[src/rtl/jtframe_db15_pkg.sv]
`default_nettype none
// ============================================================================
//  Module      : jtframe_db15_pkg
//  Description : Shared types and constants for the DB15 SNAC joystick reader.
//                Holds the reader state encoding, the bit position of each
//                control within one player's 12-bit serial word, and the
//                per-player decoded record.
//  Revision    : 1.0 - initial release
// ============================================================================
package jtframe_db15_pkg;

    // Reader states
    typedef enum logic [1:0] {
        IDLE   = 2'd0,
        LOAD   = 2'd1,
        SHIFT  = 2'd2,
        UPDATE = 2'd3
    } db15_state_t;

    // Bits per player in the serial stream
    localparam int PLAYER_BITS = 12;

    // Position of each control within a player's word, in arrival order
    localparam int UP    = 0;
    localparam int DOWN  = 1;
    localparam int LEFT  = 2;
    localparam int RIGHT = 3;
    localparam int B1    = 4;
    localparam int B2    = 5;
    localparam int B3    = 6;
    localparam int B4    = 7;
    localparam int B5    = 8;
    localparam int B6    = 9;
    localparam int START = 10;
    localparam int COIN  = 11;

    // One player's controls in frame order (all active high)
    typedef struct packed {
        logic       coin;
        logic       start;
        logic [9:0] joy;    // bit0 right, bit1 left, bit2 down, bit3 up, 9:4 b6..b1
    } db15_player_t;

endpackage
`default_nettype wire

[src/rtl/jtframe_db15_map.sv]
`default_nettype none
// ============================================================================
//  Module      : jtframe_db15_map
//  Description : Combinational reorder of one player's captured serial word
//                (already inverted to active high) into frame joystick order.
//  Ports       : raw_i  [11:0]  captured word, bit n = n-th bit received
//                map_o          {coin, start, joy[9:0]}
//  Revision    : 1.0 - initial release
// ============================================================================
module jtframe_db15_map
    import jtframe_db15_pkg::*;
(
    input  logic [PLAYER_BITS-1:0] raw_i,
    output db15_player_t           map_o
);

    always_comb begin
        map_o.joy[0] = raw_i[RIGHT];
        map_o.joy[1] = raw_i[LEFT];
        map_o.joy[2] = raw_i[DOWN];
        map_o.joy[3] = raw_i[UP];
        map_o.joy[4] = raw_i[B1];
        map_o.joy[5] = raw_i[B2];
        map_o.joy[6] = raw_i[B3];
        map_o.joy[7] = raw_i[B4];
        map_o.joy[8] = raw_i[B5];
        map_o.joy[9] = raw_i[B6];
        map_o.start  = raw_i[START];
        map_o.coin   = raw_i[COIN];
    end

endmodule
`default_nettype wire

[src/rtl/jtframe_db15_joy.sv]
`default_nettype none
// ============================================================================
//  Module      : jtframe_db15_joy
//  Description : Serial reader for the DB15 SNAC joystick adapter on the
//                MiSTer user port. Generates the adapter's load and shift
//                clock, shifts in both players' controls (active low on the
//                wire) and presents active-high joystick/coin/start words.
//  Parameters  : CLKDIV  clk_sys cycles per joy_clk half period (>= 2)
//                BITS    bits per scan, 12 per player, player 1 first
//                GAP     idle clk_sys cycles between scans
//  Ports       : clk_sys, RESET (async, active high)
//                mode[1:0]   0 off, 1 one player, 2/3 two players
//                joy_data    serial data from the adapter, active low
//                joy_clk     shift clock to the adapter
//                joy_load    parallel load strobe, active low
//                joy1/joy2   player controls, active high
//                coin/start  {P2, P1}, active high
//                scan_done   one-cycle pulse when outputs are updated
//  Options     : JTFRAME_DB15_FILTER_EN - outputs only load when two
//                consecutive captures agree (glitch rejection)
//  Revision    : 1.0 - initial release
// ============================================================================
module jtframe_db15_joy
    import jtframe_db15_pkg::*;
#(
    parameter int CLKDIV = 16,
    parameter int BITS   = 24,
    parameter int GAP    = 4096
) (
    input  logic       clk_sys,
    input  logic       RESET,
    input  logic [1:0] mode,
    input  logic       joy_data,
    output logic       joy_clk,
    output logic       joy_load,
    output logic [9:0] joy1,
    output logic [9:0] joy2,
    output logic [1:0] coin,
    output logic [1:0] start,
    output logic       scan_done
);

    // One counter serves the gap, the load pulse and each bit period
    localparam int CNT_MAX = (GAP > 2*CLKDIV) ? GAP : 2*CLKDIV;
    localparam int CNT_W   = $clog2(CNT_MAX);
    localparam int IDX_W   = $clog2(BITS);

    localparam logic [CNT_W-1:0] GAP_LAST   = CNT_W'(GAP - 1);
    localparam logic [CNT_W-1:0] HALF_LAST  = CNT_W'(CLKDIV - 1);
    localparam logic [CNT_W-1:0] FULL_LAST  = CNT_W'(2*CLKDIV - 1);
    localparam logic [IDX_W-1:0] IDX_LAST   = IDX_W'(BITS - 1);

    db15_state_t      state_q;
    logic [CNT_W-1:0] cnt_q;
    logic [IDX_W-1:0] idx_q;
    logic [BITS-1:0]  raw_q;        // bit n = n-th bit received, active high
    logic [1:0]       sync_q;
    logic             clk_q;
    logic             load_q;
    logic [9:0]       joy1_q;
    logic [9:0]       joy2_q;
    logic [1:0]       coin_q;
    logic [1:0]       start_q;
    logic             done_q;
`ifdef JTFRAME_DB15_FILTER_EN
    logic [BITS-1:0]  prev_q;       // previous raw capture for agreement test
`endif

    db15_player_t p1_map;
    db15_player_t p2_map;
    logic [9:0]   joy1_d;
    logic [9:0]   joy2_d;
    logic [1:0]   coin_d;
    logic [1:0]   start_d;

    jtframe_db15_map u_map_p1 (
        .raw_i (raw_q[PLAYER_BITS-1:0]),
        .map_o (p1_map)
    );

    jtframe_db15_map u_map_p2 (
        .raw_i (raw_q[2*PLAYER_BITS-1:PLAYER_BITS]),
        .map_o (p2_map)
    );

    // Values loaded at UPDATE; one-player mode hides P2 even though its bits
    // are still shifted in, so switching modes needs no scan realignment.
    always_comb begin
        joy1_d  = p1_map.joy;
        joy2_d  = p2_map.joy;
        coin_d  = {p2_map.coin,  p1_map.coin};
        start_d = {p2_map.start, p1_map.start};
        if (mode == 2'd1) begin
            joy2_d     = '0;
            coin_d[1]  = 1'b0;
            start_d[1] = 1'b0;
        end
    end

    always_ff @(posedge clk_sys or posedge RESET) begin
        if (RESET) begin
            state_q <= IDLE;
            cnt_q   <= '0;
            idx_q   <= '0;
            raw_q   <= '0;
            sync_q  <= 2'b11;
            clk_q   <= 1'b1;
            load_q  <= 1'b1;
            joy1_q  <= '0;
            joy2_q  <= '0;
            coin_q  <= '0;
            start_q <= '0;
            done_q  <= 1'b0;
`ifdef JTFRAME_DB15_FILTER_EN
            prev_q  <= '0;
`endif
        end else begin
            sync_q <= {sync_q[0], joy_data};
            done_q <= 1'b0;
            if (mode == 2'd0) begin
                // Reader disabled: abandon any scan and clear everything
                state_q <= IDLE;
                cnt_q   <= '0;
                idx_q   <= '0;
                clk_q   <= 1'b1;
                load_q  <= 1'b1;
                joy1_q  <= '0;
                joy2_q  <= '0;
                coin_q  <= '0;
                start_q <= '0;
`ifdef JTFRAME_DB15_FILTER_EN
                prev_q  <= '0;
`endif
            end else begin
                case (state_q)
                    IDLE: begin
                        clk_q  <= 1'b1;
                        load_q <= 1'b1;
                        if (cnt_q == GAP_LAST) begin
                            cnt_q   <= '0;
                            load_q  <= 1'b0;
                            state_q <= LOAD;
                        end else begin
                            cnt_q <= cnt_q + 1'b1;
                        end
                    end
                    LOAD: begin
                        if (cnt_q == FULL_LAST) begin
                            cnt_q   <= '0;
                            idx_q   <= '0;
                            load_q  <= 1'b1;
                            state_q <= SHIFT;
                        end else begin
                            cnt_q <= cnt_q + 1'b1;
                        end
                    end
                    SHIFT: begin
                        // First half: clock high, sample at its end. Second
                        // half: clock low, except after the final bit where
                        // no further advance of the adapter is wanted.
                        if (cnt_q == HALF_LAST) begin
                            raw_q <= {~sync_q[1], raw_q[BITS-1:1]};
                            if (idx_q != IDX_LAST) begin
                                clk_q <= 1'b0;
                            end
                        end
                        if (cnt_q == FULL_LAST) begin
                            cnt_q <= '0;
                            clk_q <= 1'b1;
                            if (idx_q == IDX_LAST) begin
                                state_q <= UPDATE;
                            end else begin
                                idx_q <= idx_q + 1'b1;
                            end
                        end else begin
                            cnt_q <= cnt_q + 1'b1;
                        end
                    end
                    UPDATE: begin
`ifdef JTFRAME_DB15_FILTER_EN
                        prev_q <= raw_q;
                        if (raw_q == prev_q) begin
                            joy1_q  <= joy1_d;
                            joy2_q  <= joy2_d;
                            coin_q  <= coin_d;
                            start_q <= start_d;
                            done_q  <= 1'b1;
                        end
`else
                        joy1_q  <= joy1_d;
                        joy2_q  <= joy2_d;
                        coin_q  <= coin_d;
                        start_q <= start_d;
                        done_q  <= 1'b1;
`endif
                        cnt_q   <= '0;
                        state_q <= IDLE;
                    end
                    default: begin
                        state_q <= IDLE;
                    end
                endcase
            end
        end
    end

    assign joy_clk   = clk_q;
    assign joy_load  = load_q;
    assign joy1      = joy1_q;
    assign joy2      = joy2_q;
    assign coin      = coin_q;
    assign start     = start_q;
    assign scan_done = done_q;

endmodule
`default_nettype wire

[config.mk]
export PLATFORM = sky130hd
export DESIGN_NAME = jtframe_db15_joy
export DESIGN_NICKNAME = d
export VERILOG_FILES = /design/src/rtl/jtframe_db15_pkg.sv /design/src/rtl/jtframe_db15_map.sv /design/src/rtl/jtframe_db15_joy.sv
export SDC_FILE = /design/constraint.sdc
export NUM_CORES = 1
export LEC_CHECK = 0
export BUFFER_PORTS_ARGS = -buffer_cell sky130_fd_sc_hd__buf_2
export CORE_MARGIN = 5
export CORE_UTILIZATION = 25
export DETAILED_ROUTE_END_ITERATION = 10
export GPL_TIMING_DRIVEN = 0
export PLACE_DENSITY = 0.46
export SYNTH_ARGS = -nofsm -noshare
export SYNTH_HDL_FRONTEND = slang
export SYNTH_SLANG_ARGS = --single-unit
[constraint.sdc]
create_clock -name clk_sys -period 3.5 [get_ports clk_sys]
set_input_delay 0.175 -clock clk_sys [delete_from_list [all_inputs] [get_ports clk_sys]]
set_output_delay 0.175 -clock clk_sys [all_outputs]
set_load 0.005 [all_outputs]
==> flow_summary_export.csv <==
group,metric,value,unit
setup_path,reg2reg_from,"state_q[1]",
sta,relSlewSlack,56.42,%
placement,numPortBuffers,31,
setup_path,cpMostUsedCell,"buf_1",
setup_path,cp_slowest_cell,"buf_1",
finish,fillers,1315,
synthesis,synth_top_family_by_area,"multiplexers",
die,initial_core_util,25.39,%
setup_path,cp-endpoint,"coin[0]",
clock_tree,clk_pin_slew,0.06,ns
grt,grt_pass1_wl,11090,um
die,core,12520,um2
sta,setup_viol,0,
die,die_h,122.8,um
hold_path,hold_path.class,"primary input to flop",
synthesis,ys_seq_area_share,56.85,%
finish,final_area,3887,um2
route,ant_nets,0,
sta,worst_pin_slew,0.6537,ns
synthesis,synth-compound-area-share,7.874,%
pwr,p_per_area,553.8,nW/um2
grt,grt_pass1_vias,2136,
clock_tree,cts_hold_buf,2,
synthesis,synth.largest_area_cell,"dfrtp_1",
grt,grt-busiest-layer,"met2",
clock_tree,cts_setup_buffers,0,
setup_path,worst_setup_path_start_kind,"flop",
setup_path,cp-end-kind,"flop",
synthesis,synthSimpleGateAreaFrac,12.44,%
synthesis,ys_warn_count,0,
route,drt_pass1_iterations,4,
clock_tree,cts_max_path_buffers,2,
flow_run,maxCapViolCount,0,
finish,fin_nets,318,
synthesis,synthMuxAreaShare,15.43,%
setup_path,r2r-end,"coin[0]",
sta,hold_viol,0,
synthesis,syn_nets,273,
die,ios,32,
placement,place_congestion,0.7708,
synthesis,yosysMostFrequentCell,"dfrtp_1",
route,vias,2105,
synthesis,ys.flop_type,"dfrtp_1",
grt,grt_max_degree,38,
route,wl_per_cell,13.41,um
synthesis,syn_inst,262,
die,num_rows,41,
synthesis,synthDistinctLibCells,45,
grt,grt_remaining_overflow,0,
setup_path,max_stage_delay,0.57,ns
clock_tree,clkLatencyLatePin,0.33,ns
die,dieWidth,122.8,um
die,die_area,15070,um2
sta,finClkSkew,0.004467,ns
route,via_per_inst,4.349,
route,drc,0,
clock_tree,cts_made_buffers,9,
setup_path,r2r_cells,6,
setup_path,worstPathRequired,3.69,ns
synthesis,synthAdderAreaFrac,2.362,%
sta,fin_crit_sh,66.65,%
setup_path,critPathKind,"flop to flop",
synthesis,synth_top_area_share,53.54,%
setup_path,path_cells,"ha_1 -> buf_2 -> buf_1 -> buf_1 -> mux2i_1 -> nor2_1",
setup_path,cp_top_family,"buffers and inverters",
finish,n_antenna_cell,0,
grt,globalRouteMet1Util,12.39,%
sta,setup_tns,0,ns
synthesis,synth_xor_area_share,2.756,%
synthesis,yosys-top-cells-area,"dfrtp_1, mux2_2, nor2_1, mux2i_1, a32o_1",
synthesis,ys_ff_latch,72,
pwr,ir_drop,0.1875,mV
sta,fmax,0.4287,GHz
grt,grt_usage,9.658,%
grt,use_met2,14.86,%
clock_tree,clock-root-buffer,"clkbuf_16",
route,drtIter0Drc,78,
clock_tree,htree_levels,3,
setup_path,startpoint,"state_q[1]",
synthesis,syn_area,3178,um2
setup_path,worstPathArrival,2.52,ns
clock_tree,cts_tree,"yes",
grt,antenna_found_initial,0,
placement,place_area,3571,um2
finish,drive_gt1_share,30.13,%
sta,fin_ws,1.167,ns
clock_tree,cts_resized,0,
run_status,status,"finished, final reports clean",
setup_path,r2r_slack,1.17,ns
synthesis,synth_commonest_cells,"dfrtp_1, nor2_1, mux2_2",
sta,period_minus_slack,2.333,ns
setup_path,cp.depth,6,
route,routed_wl,6491,um
setup_path,crit_path_max_fanout,10,
synthesis,synth_edf_count,0,
clock_tree,cts_sinks,72,
sta,slew_viol_final,0,
pwr,p_leak,1.841,nW
finish,synthToLayoutAreaGrowth,22.32,%
setup_path,cp.buffers_inverters,3,
grt,use_met3,3.180,%
synthesis,synthArstFlopShare,100.0,%
placement,place_ws,1.092,ns
synthesis,syn_avg_cell_area,12.13,um2
sta,rsz0062_at_grt,"no",
placement,hpwl,4578,um
-- state kept, by name, indices dropped and copies added (netlist names), 2 cells and up --
register,flops
coin,2
joy1,10
cnt_q,12
start,2
state_q,2
joy2,10
raw_q,24
sync_q,2
idx_q,5
-- power breakdown --
part	switching (mW)	total (mW)	internal, mW
combinational	0.221	0.352	0.131
sequential	0.0260	0.895	0.870
clock	0.352	0.906	0.554
total	0.599	2.15	1.55
-- metrics by stage --
stage                     instances  total power, mW  hold WS, ns  utilization [%]
after global routing            484            2.291       0.1914            31.06
after detailed placement        466            1.269       0.2446            28.53
final                           484            2.153       0.1972            31.06
after CTS                       484            2.196       0.1841            31.06
after global placement          465            1.267       0.2830            28.35
after floorplan                 262            1.174       0.1795                -
-- how the worst min path moves through the flow --
stage | end | depth (start not counted) | slack [ns] | start
detailed placement | joy1[4] | 2 | 0.24 | RESET
CTS | joy2[9] | 2 | 0.18 | mode[1]
floorplan | sync_q[0] | 0 | 0.18 | joy_data
finish | joy2[9] | 2 | 0.20 | mode[1]
global placement | sync_q[0] | 1 | 0.28 | joy_data
global route | coin[1] | 2 | 0.19 | mode[1]
-- area by class of cell --
cell class                      count  area, um2  share of cell area, %
Sequential cell                    72       1807                  46.48
Clock inverter                      6      67.56                  1.738
Buffer                             11      46.29                  1.191
Multi-Input combinational cell    172       1299                  33.41
Timing Repair Buffer               34      195.2                  5.021
Clock buffer                       10      229.0                  5.890
Inverter                            7      28.78                 0.7403
Tap cell                          172      215.2                  5.536
-- worst reg2reg max path, delay by kind of cell (launching register included) --
family	cells	cell delay, ns
and+or+nand+nor	1	0.06
muxes	1	0.26
DFF	1	0.40
buffers and inverters	3	1.30
adders and majority gates	1	0.17
-- per-layer routing --
layer,vias to the layer above,wire [um]
met5,-,0
met4,0,79
met3,7,244
met2,39,3138
met1,1036,3028
li1,1023,-
-- logic make-up after synthesis --
| group | count (synthesis) |
|---|---|
| AO/OA/AOI/OAI | 31 |
| multiplexers | 45 |
| XOR/XNOR | 10 |
| AND/OR/NAND/NOR | 80 |
| buffers and inverters | 18 |
| flip-flops | 72 |
| adder cells (fa/ha/maj) | 6 |
-- cell usage in the layout (no fill, tap or decap), types with 2 or more instances in the layout --
cell type,count
dfrtp_1,68
nor2_1,36
buf_2,35
mux2_2,32
mux2i_1,13
a32o_1,12
nand2_1,11
nand3_1,9
clkbuf_16,9
o21ai_0,6
ha_1,6
clkbuf_1,5
inv_1,5
xnor2_1,5
xor2_1,5
and2_1,4
dfstp_2,4
buf_1,3
nand4_1,3
a21oi_1,3
or4_1,2
nor3_1,2
clkinvlp_4,2
dlygate4sd3_1,2
Note: power is estimated with default switching activity, not from simulation.
